[config.mk]
export PLATFORM = sky130hd
export DESIGN_NAME = dec_field_fmt
export DESIGN_NICKNAME = d
export VERILOG_FILES = /design/src/rtl/dec_field_fmt.sv
export SDC_FILE = /design/constraint.sdc
export NUM_CORES = 1
export LEC_CHECK = 0
export CORE_MARGIN = 1
export CORE_UTILIZATION = 28
export CTS_BUF_LIST = sky130_fd_sc_hd__clkbuf_16
export DETAILED_ROUTE_END_ITERATION = 12
export SLEW_MARGIN = 20
export SYNTH_ARGS = -nofsm -noshare
export SYNTH_HDL_FRONTEND = slang
export SYNTH_SLANG_ARGS = --single-unit
[constraint.sdc]
create_clock -name clk -period 13.8 [get_ports clk]
set_input_delay 2.07 -clock clk [delete_from_list [all_inputs] [get_ports clk]]
set_output_delay 2.07 -clock clk [all_outputs]
set_load 0.01 [all_outputs]
[src/rtl/dec_field_fmt.sv]
// Decimal field formatter: converts an unsigned value to ASCII digits (LSB first)
// and streams them out right/left aligned with space or zero padding.
module dec_field_fmt #(
   parameter int DATA_W     = 32,
   parameter int MAX_DIGITS = 10,
   parameter int WIDTH_W    = 5
) (
   input  logic               clk,
   input  logic               rst,
   input  logic               in_valid,
   output logic               in_ready,
   input  logic [DATA_W-1:0]  in_value,
   input  logic [WIDTH_W-1:0] in_width,
   input  logic               in_zero_pad,
   input  logic               in_left_align,
   output logic               out_valid,
   input  logic               out_ready,
   output logic [7:0]         out_char,
   output logic               out_last,
   output logic               busy,
   output logic [2:0]         dbg_state
);

   localparam int NW = $clog2(MAX_DIGITS + 1);
   localparam int CW = ((NW > WIDTH_W) ? NW : WIDTH_W) + 1;

   typedef enum logic [2:0] {
      S_IDLE     = 3'd0,
      S_CONVERT  = 3'd1,
      S_PAD_PRE  = 3'd2,
      S_DIGITS   = 3'd3,
      S_PAD_POST = 3'd4
   } state_t;

   // Stream handshake: a character transfers on a rising edge where out_valid
   // and out_ready are both high; out_valid/out_char/out_last stay put until then.
   // Requests transfer on an edge where in_valid and in_ready are both high.

   state_t              state_q, state_d;
   logic [DATA_W-1:0]   v_q, v_d;
   logic [WIDTH_W-1:0]  width_q, width_d;
   logic                zero_q, zero_d;
   logic                left_q, left_d;
   logic [NW-1:0]       n_q, n_d;
   logic [NW-1:0]       dig_rem_q, dig_rem_d;
   logic [CW-1:0]       pad_rem_q, pad_rem_d;
   logic [3:0]          digit_q [MAX_DIGITS];
   logic [3:0]          digit_d [MAX_DIGITS];
   logic                out_valid_q, out_valid_d;
   logic [7:0]          out_char_q, out_char_d;
   logic                out_last_q, out_last_d;

   logic [DATA_W-1:0]   quot;
   logic [3:0]          cur_digit;
   logic [NW-1:0]       n_new;
   logic [CW-1:0]       width_ext;
   logic [CW-1:0]       n_ext;
   logic [CW-1:0]       pad_new;
   logic [7:0]          pad_char;
   logic [NW-1:0]       rd_idx;
   logic [7:0]          rd_char;
   logic                handshake;

   assign quot      = v_q / DATA_W'(10);
   assign cur_digit = 4'(v_q % DATA_W'(10));
   assign n_new     = n_q + NW'(1);
   assign width_ext = CW'(width_q);
   assign n_ext     = CW'(n_new);
   assign pad_new   = (width_ext > n_ext) ? (width_ext - n_ext) : '0;
   assign pad_char  = zero_q ? 8'h30 : 8'h20;
   assign rd_idx    = dig_rem_q - NW'(1);
   assign rd_char   = 8'h30 + {4'h0, digit_q[rd_idx]};
   assign handshake = out_valid_q && out_ready;

   assign in_ready  = (state_q == S_IDLE) && !rst;
   assign out_valid = out_valid_q;
   assign out_char  = out_char_q;
   assign out_last  = out_last_q;
   assign busy      = (state_q != S_IDLE);
   assign dbg_state = state_q;

   always_comb begin
      state_d     = state_q;
      v_d         = v_q;
      width_d     = width_q;
      zero_d      = zero_q;
      left_d      = left_q;
      n_d         = n_q;
      dig_rem_d   = dig_rem_q;
      pad_rem_d   = pad_rem_q;
      digit_d     = digit_q;
      out_valid_d = out_valid_q;
      out_char_d  = out_char_q;
      out_last_d  = out_last_q;

      case (state_q)
         S_IDLE: begin
            if (in_valid && in_ready) begin
               v_d     = in_value;
               width_d = in_width;
               zero_d  = in_zero_pad;
               left_d  = in_left_align;
               n_d     = '0;
               state_d = S_CONVERT;
            end
         end

         S_CONVERT: begin
            digit_d[n_q] = cur_digit;
            v_d          = quot;
            n_d          = n_new;
            // The last digit produced is the MSB, so the first character is
            // loaded here to present out_valid right after the final divide.
            if (quot == '0) begin
               out_valid_d = 1'b1;
               pad_rem_d   = pad_new;
               if (!left_q && (pad_new != '0)) begin
                  state_d    = S_PAD_PRE;
                  out_char_d = pad_char;
                  pad_rem_d  = pad_new - CW'(1);
                  dig_rem_d  = n_new;
                  out_last_d = 1'b0;
               end else begin
                  state_d    = S_DIGITS;
                  out_char_d = 8'h30 + {4'h0, cur_digit};
                  dig_rem_d  = n_q;
                  out_last_d = (n_q == '0) && (pad_new == '0);
               end
            end
         end

         S_PAD_PRE, S_DIGITS, S_PAD_POST: begin
            if (handshake) begin
               if (out_last_q) begin
                  state_d     = S_IDLE;
                  out_valid_d = 1'b0;
                  out_last_d  = 1'b0;
               end else if (state_q == S_PAD_PRE) begin
                  if (pad_rem_q != '0) begin
                     out_char_d = pad_char;
                     pad_rem_d  = pad_rem_q - CW'(1);
                  end else begin
                     state_d    = S_DIGITS;
                     out_char_d = rd_char;
                     dig_rem_d  = rd_idx;
                     out_last_d = (rd_idx == '0);
                  end
               end else if ((state_q == S_DIGITS) && (dig_rem_q != '0)) begin
                  out_char_d = rd_char;
                  dig_rem_d  = rd_idx;
                  out_last_d = (rd_idx == '0) && (pad_rem_q == '0);
               end else begin
                  // Trailing pad of a left-aligned field is always spaces.
                  state_d    = S_PAD_POST;
                  out_char_d = 8'h20;
                  pad_rem_d  = pad_rem_q - CW'(1);
                  out_last_d = (pad_rem_q == CW'(1));
               end
            end
         end

         default: begin
            state_d     = S_IDLE;
            out_valid_d = 1'b0;
            out_last_d  = 1'b0;
         end
      endcase
   end

   always_ff @(posedge clk) begin
      if (rst) begin
         state_q     <= S_IDLE;
         v_q         <= '0;
         width_q     <= '0;
         zero_q      <= 1'b0;
         left_q      <= 1'b0;
         n_q         <= '0;
         dig_rem_q   <= '0;
         pad_rem_q   <= '0;
         digit_q     <= '{default: '0};
         out_valid_q <= 1'b0;
         out_char_q  <= 8'h00;
         out_last_q  <= 1'b0;
      end else begin
         state_q     <= state_d;
         v_q         <= v_d;
         width_q     <= width_d;
         zero_q      <= zero_d;
         left_q      <= left_d;
         n_q         <= n_d;
         dig_rem_q   <= dig_rem_d;
         pad_rem_q   <= pad_rem_d;
         digit_q     <= digit_d;
         out_valid_q <= out_valid_d;
         out_char_q  <= out_char_d;
         out_last_q  <= out_last_d;
      end
   end

endmodule

After elaboration in Yosys (flattened, before gate mapping)
Cells that the tools add are included.
Widths: inputs -> output; s select.
{ "totals": {"regBits": 106, "elab_cells": 141, "input_bits": 43, "out_inout_bits": 15} }
{ "classes": {"reduce_logical": 31, "magnitude_cmp": 4, "n_div": 2, "bitwise": 3, "n_mux": 57, "addsub": 7, "eq_ne": 16} }
{ "op_table": {"columns": ["operator", "count"], "rows": [
  ["$pmux 32 s2", 1],
  ["$mux 6", 8],
  ["$mux 4", 11],
  ["$bwmux 40", 1],
  ["$div 32x4->32 const B", 1],
  ["$logic_not 32->1", 1],
  ["$mod 32x4->32 const B", 1],
  ["$mux 32", 1],
  ["$mux 8", 4],
  ["$mux 3", 7],
  ["$mux 7", 3],
  ["$bmux 4 s4", 1],
  ["$demux 4 s4", 1],
  ["$pmux 4 s2", 2],
  ["$pmux 8 s2", 1],
  ["$add 6x4->7 const A", 2],
  ["$logic_not 6->1", 2],
  ["$ne 3x3->1 const B", 4],
  ["$pmux 6 s2", 1],
  ["$reduce_and 6->1", 2],
  ["$reduce_bool 6->1", 2],
  ["$sub 6x1->6 const B", 2],
  ["$mux 1", 11],
  ["$ge 5x5->1 const B", 2],
  ["other kinds (29)", 48]
]} }

Longest topological paths before layout
{ "logic_depth": {"word_depth": 11, "ltp_mapped": 50, "ltp_nobuf": 37} }

Worst setup path after synthesis
Ideal clock, no wire load.
{ "synth_path": {"kind": "flip-flop to flip-flop", "from": "reg v_q[29]", "to": "reg out_valid_q (netlist: out_valid)", "arrival_ps": 10584, "t_required_ps": 13685, "setup_time_ps": 115, "period_less_slack_ps": 10698, "stages_incl_launch_ff": 44, "path_slack_ps": 3102, "path_buffers": 6, "path_cell_list": "dfxtp_1 > buf_4 > and3b_1 > or2_0 > a222oi_1 > and4_1 > a221oi_1 > and3_1 > nor2_1 > o2111ai_1 > o211a_1 > o31ai_4 > mux2i_2 > o21ai_1 > a21o_1 > o21a_1 > buf_2 > mux2_4 > (+8 left out) > mux2_4 > o2111a_1 > nand4_4 > and2_1 > buf_6 > o2111a_2 > a2111oi_0 > or4_1 > or3_1 > a21boi_2 > nor4_1 > or3_1 > buf_2 > or4_1 > nor3_2 > a31oi_2 > o31a_1 > o21a_1"} }
{ "synth_between": {"elab_chain_len": 4} }
{ "synth_rtl": {"columns": ["item", "line", "text"], "rows": [
  ["start, declared", "40", "logic [DATA_W-1:0] v_q, v_d;"],
  ["start signal, assigned", "186", "v_q <= v_d;"],
  ["$div 32x4->32", "64", "assign quot = v_q / DATA_W'(10);"],
  ["$logic_not 32->1", "114", "if (quot == '0) begin"],
  ["$ne 2x2->1 (no source line)", null, null],
  ["$reduce_and 4->1 (no source line)", null, null],
  ["end signal, assigned", "194", "out_valid_q <= out_valid_d;"],
  ["end, declared", "49", "logic out_valid_q, out_valid_d;"]
]} }
Every way passes these cells.
A chain may end at the register's enable or synchronous reset.

Worst setup path after layout
{ "layout_path": {"from": "reg v_q[27]", "to": "reg pad_rem_q[1]"} }
{ "layout_between": {"elab_chain_len": 4} }
{ "layout_rtl": {"columns": ["item", "line", "text"], "rows": [
  ["$div 32x4->32", "64", null],
  ["$logic_not 32->1", "114", null],
  ["$ne 2x2->1 (no source line)", null, null],
  ["$reduce_and 6->1 (no source line)", null, null],
  ["end signal, assigned", "192", "pad_rem_q <= pad_rem_d;"],
  ["end, declared", "46", "logic [CW-1:0] pad_rem_q, pad_rem_d;"]
]} }
Every way passes these cells.

==> results.txt <==
In the final timing run, aggregate negative setup slack is 0 ns. Of the cells placed in the final design, the portion with a size suffix greater than 1 is 0.0779. Across the routed clock network, the largest skew measured is 0.0165 ns. Registers take 2080 sq um. The maximum clock insertion buffer count is 2. The number of max-slew violations in the final report came out at 0. The total number of placement rows came out at 71.

The end point of the worst hold path is digit_q[21]. The share of async-settable or async-resettable flops after synthesis is 0. The initial utilization of the core area, before any placement, comes to 0.284.

The initial antenna violation count is 0. The flow ran to the end, and the final reports show no timing, DRC or antenna violations. The number of synthesized register bits is 104. Of the total synthesized cell area, the portion taken by XOR and XNOR cells is 0.0332. The fill cell instance count of the final layout came out at 4044. The final standard cell utilization of the core came out at 0.314.

The cell count after synthesis is 1486. The area of the core came out at 37600 sq um. The number of enable flip-flop cells after synthesis is 0. With fillers left out, the area of the finished cells amounts to 11800 sq um.

The via count is 11600. The routed length per placed instance came out at 17.8 microns. The share of synthesized area in the top cell type comes to 0.195. The global-route wire length before repair is 55500 microns. Ranked by total cell area, the synthesized netlist is headed by dfxtp_1 (20%), nand2_1 (6.3%), a21oi_1 (5.4%). The netlist uses 124 different library cells.

The minimum clock period after layout came out at 13.06 ns. The net count of the finished layout is 1504. From left edge to right edge, the die measures 197 microns. The type of the setup path with the least slack is register to register.

The layout-stage area growth over the synthesis result came out at 10.5%. The level count of the clock H-tree came out at 3. The adder-cell share of the synthesized area is 0.0192. The number of remaining DRC errors is 0.

The largest fanout on the critical path is 16. The y dimension of the die is 197 microns. The global router's overall resource usage is 0.174. The placed cell area is 11400 sq um. The worst-case headroom to the max-slew limit came out at 0.285. The transition time at the pin with the least slew margin is 1.07 ns.

The first-iteration detailed-routing DRC count is 1188. The number of buffers added on ports is 55. In this run the critical register-to-register path is launched from v_q[27]. The number of stages on the worst hold path came out at 2.

STA classifies the critical path endpoint as a register. The family with the most delay on the worst path is compound AO/OA/AOI/OAI gates. The number of cells on the critical path came out at 36. The multiplexer share of the synthesized area came out at 0.0550. TritonCTS built the clock tree.

The minimum setup slack among reg-to-reg paths came out at 0.74 ns. The worst setup path is launched from a register. The area fraction in compound gates after synthesis is 0.350. The cell depth of the worst flop-to-flop path is 36. The total CTS buffers came out at 9. The count of endpoints failing hold in the final timing report is 0.

After synthesis, the largest family of logic cells by area is compound AO/OA/AOI/OAI gates. The cell taking the most area after synthesis is dfxtp_1. The synthesis warning total is 0. The classification of the worst-slack hold path is register to register. The largest net degree at the start of global routing is 70. The wire length reported by the detailed router is 34900 microns. The total number of clock tree sinks is 104. The clock-pin slew reported for the worst setup and hold paths after clock tree synthesis came out at 0.08 ns. The post-synthesis share of cell area spent on and, or, nand and nor gates came out at 0.282. During I/O placement, the number of pins put on the boundary was 58. Data arrives at the worst endpoint at 13.28 ns. The average instance in the mapped netlist occupies 7.18 sq um.

The remaining number of nets flagged by the antenna check after routing came out at 0. The floorplan step defined a die boundary enclosing 38900 sq um. The via count of the first global-routing pass is 10400. The buffer cell driving the clock tree root is clkbuf_16. The maximum clock rate is 0.0766 GHz. The via density per instance came out at 5.92.

Data on the critical path is required at its endpoint by 14.02 ns. The tool flagged a number of max-cap violations equal to 0. The clock reaches the later pin of the worst-skew pair after 0.38 ns. The area taken by multi-input logic gates is 7960 sq um. The worst register-to-register path ends at pad_rem_q[1]. The overflow left after global routing came out at 0. The HPWL after detailed placement came out at 24800 microns. The delay of the slowest critical-path stage came out at 0.66 ns. The number of detailed-route iterations in the first pass is 5.

Setup violations remaining at the end of the flow were counted as 0. The worst-case hold slack is 0.455 ns. After clock tree synthesis, the flow added hold-fix buffers numbering 0.

The antenna diode instance count came out at 0. The share of the Yosys chip area taken by registers is 0.195. The cell that appears most often on the critical path is or3_1.

The worst hold path begins at digit_q[21]. The congestion estimate from routability-driven global placement came to 0.938. The ratio of final minimum period to clock period is 0.946.

The number of buffers and inverters on the critical path is 1. The largest individual stage delay along the critical path comes from the cell dfxtp_1. After synthesis the cells add up to 10700 sq um.

The most common flop cell mapped by yosys is dfxtp_1.
==> worst max path at each step <==
stage	start	to	slack, ns
6_report	v_q[27]	pad_rem_q[1]	0.74
5_1_grt	v_q[27]	pad_rem_q[1]	-0.06
4_1_cts	v_q[28]	pad_rem_q[1]	0.46
3_5_place_dp	v_q[28]	out_valid	0.49
3_3_place_gp	v_q[28]	out_valid	0.89
2_1_floorplan	v_q[29]	out_valid	3.10
==> layout make-up <==
type,instances,area share
Clock buffer,9,0.0191
Clock inverter,7,0.00689
Inverter,44,0.0140
Multi-Input combinational cell,1219,0.675
Sequential cell,104,0.177
Tap cell,511,0.0542
Timing Repair Buffer,68,0.0547
==> timing repair <==
item	CTS	global route
buffers inserted	0	2
setup endpoints to repair	0	52
resized for setup	0	10
==> state kept, by name, indices dropped and copies added (netlist names) <==
register and cells:
width_q 5, out_valid 1, out_last 1, out_char 6
v_q 32, zero_q 1, left_q 1, dbg_state 3
digit_q 40, pad_rem_q 6, n_q 4, dig_rem_q 4
==> cells in the final DEF (no fill, tap or decap), drive strengths merged, types with 42 or more instances in the layout <==
cell type	n
nand3	75
nor2	140
a21oi	119
dfxtp	104
o21ai	80
inv	42
nor3	51
nand2	179
clkdlybuf4s50	54
==> stage by stage <==
step | setup slack, ns | cells
after floorplan | 3.10 | 1487
after global placement | 0.890 | 1944
after detailed placement | 0.493 | 1944
after CTS | 0.458 | 1960
after global routing | -0.0600 | 1962
final | 0.742 | 1962
==> cell families (layout without fill, tap and decap cells) <==
kind of cell | Yosys count | count (layout)
xor+xnor | 38 | 38
compound gates | 507 | 507
other cells | 1 | 2
flops | 104 | 104
simple gates | 610 | 610
mux | 46 | 46
fa+ha+maj | 16 | 16
buf+inv | 164 | 128
==> synthesized netlist by cell type, types with 9 or more instances <==
cell type    n
a211oi_1    22
a21o_1      11
a21oi_1    116
a221oi_1    17
a22oi_1     23
a31oi_1     28
and2_1      17
and3_1      19
buf_2       16
clkbuf_1    83
dfxtp_1    104
ha_1        14
inv_1       39
mux2i_1     28
nand2_1    178
nand2b_1    14
nand3_1     74
nand4_1     27
nor2_1     140
nor2b_1     11
nor3_1      46
nor4_1      17
o2111ai_1   16
o211ai_1    16
o21a_1       9
o21ai_0     63
o21ai_1     15
o22ai_1      9
o311a_1     11
o31ai_1     16
or3_1       14
or4_1        9
xnor2_1     28
==> worst reg2reg max path, delay by kind of cell, from the launching register on <==
family	cells	cell delay [ns]
flip-flops	1	0.66
AND/OR/NAND/NOR	10	4.02
buffers and inverters	1	0.18
multiplexers	3	0.95
adder cells (fa/ha/maj)	1	0.40
AO/OA/AOI/OAI	21	6.69
==> per-layer routing <==
layer	vias up	global-route usage	routed length (microns)
li1	5563	-	-
met1	5545	0.233	15300
met2	461	0.293	16700
met3	46	0.0242	2340
met4	0	0.0399	551
met5	-	0	0
Power is left out: the tool's default activity adds up to more than one toggle a clock period on the data nets, which glitch-free logic cannot reach.
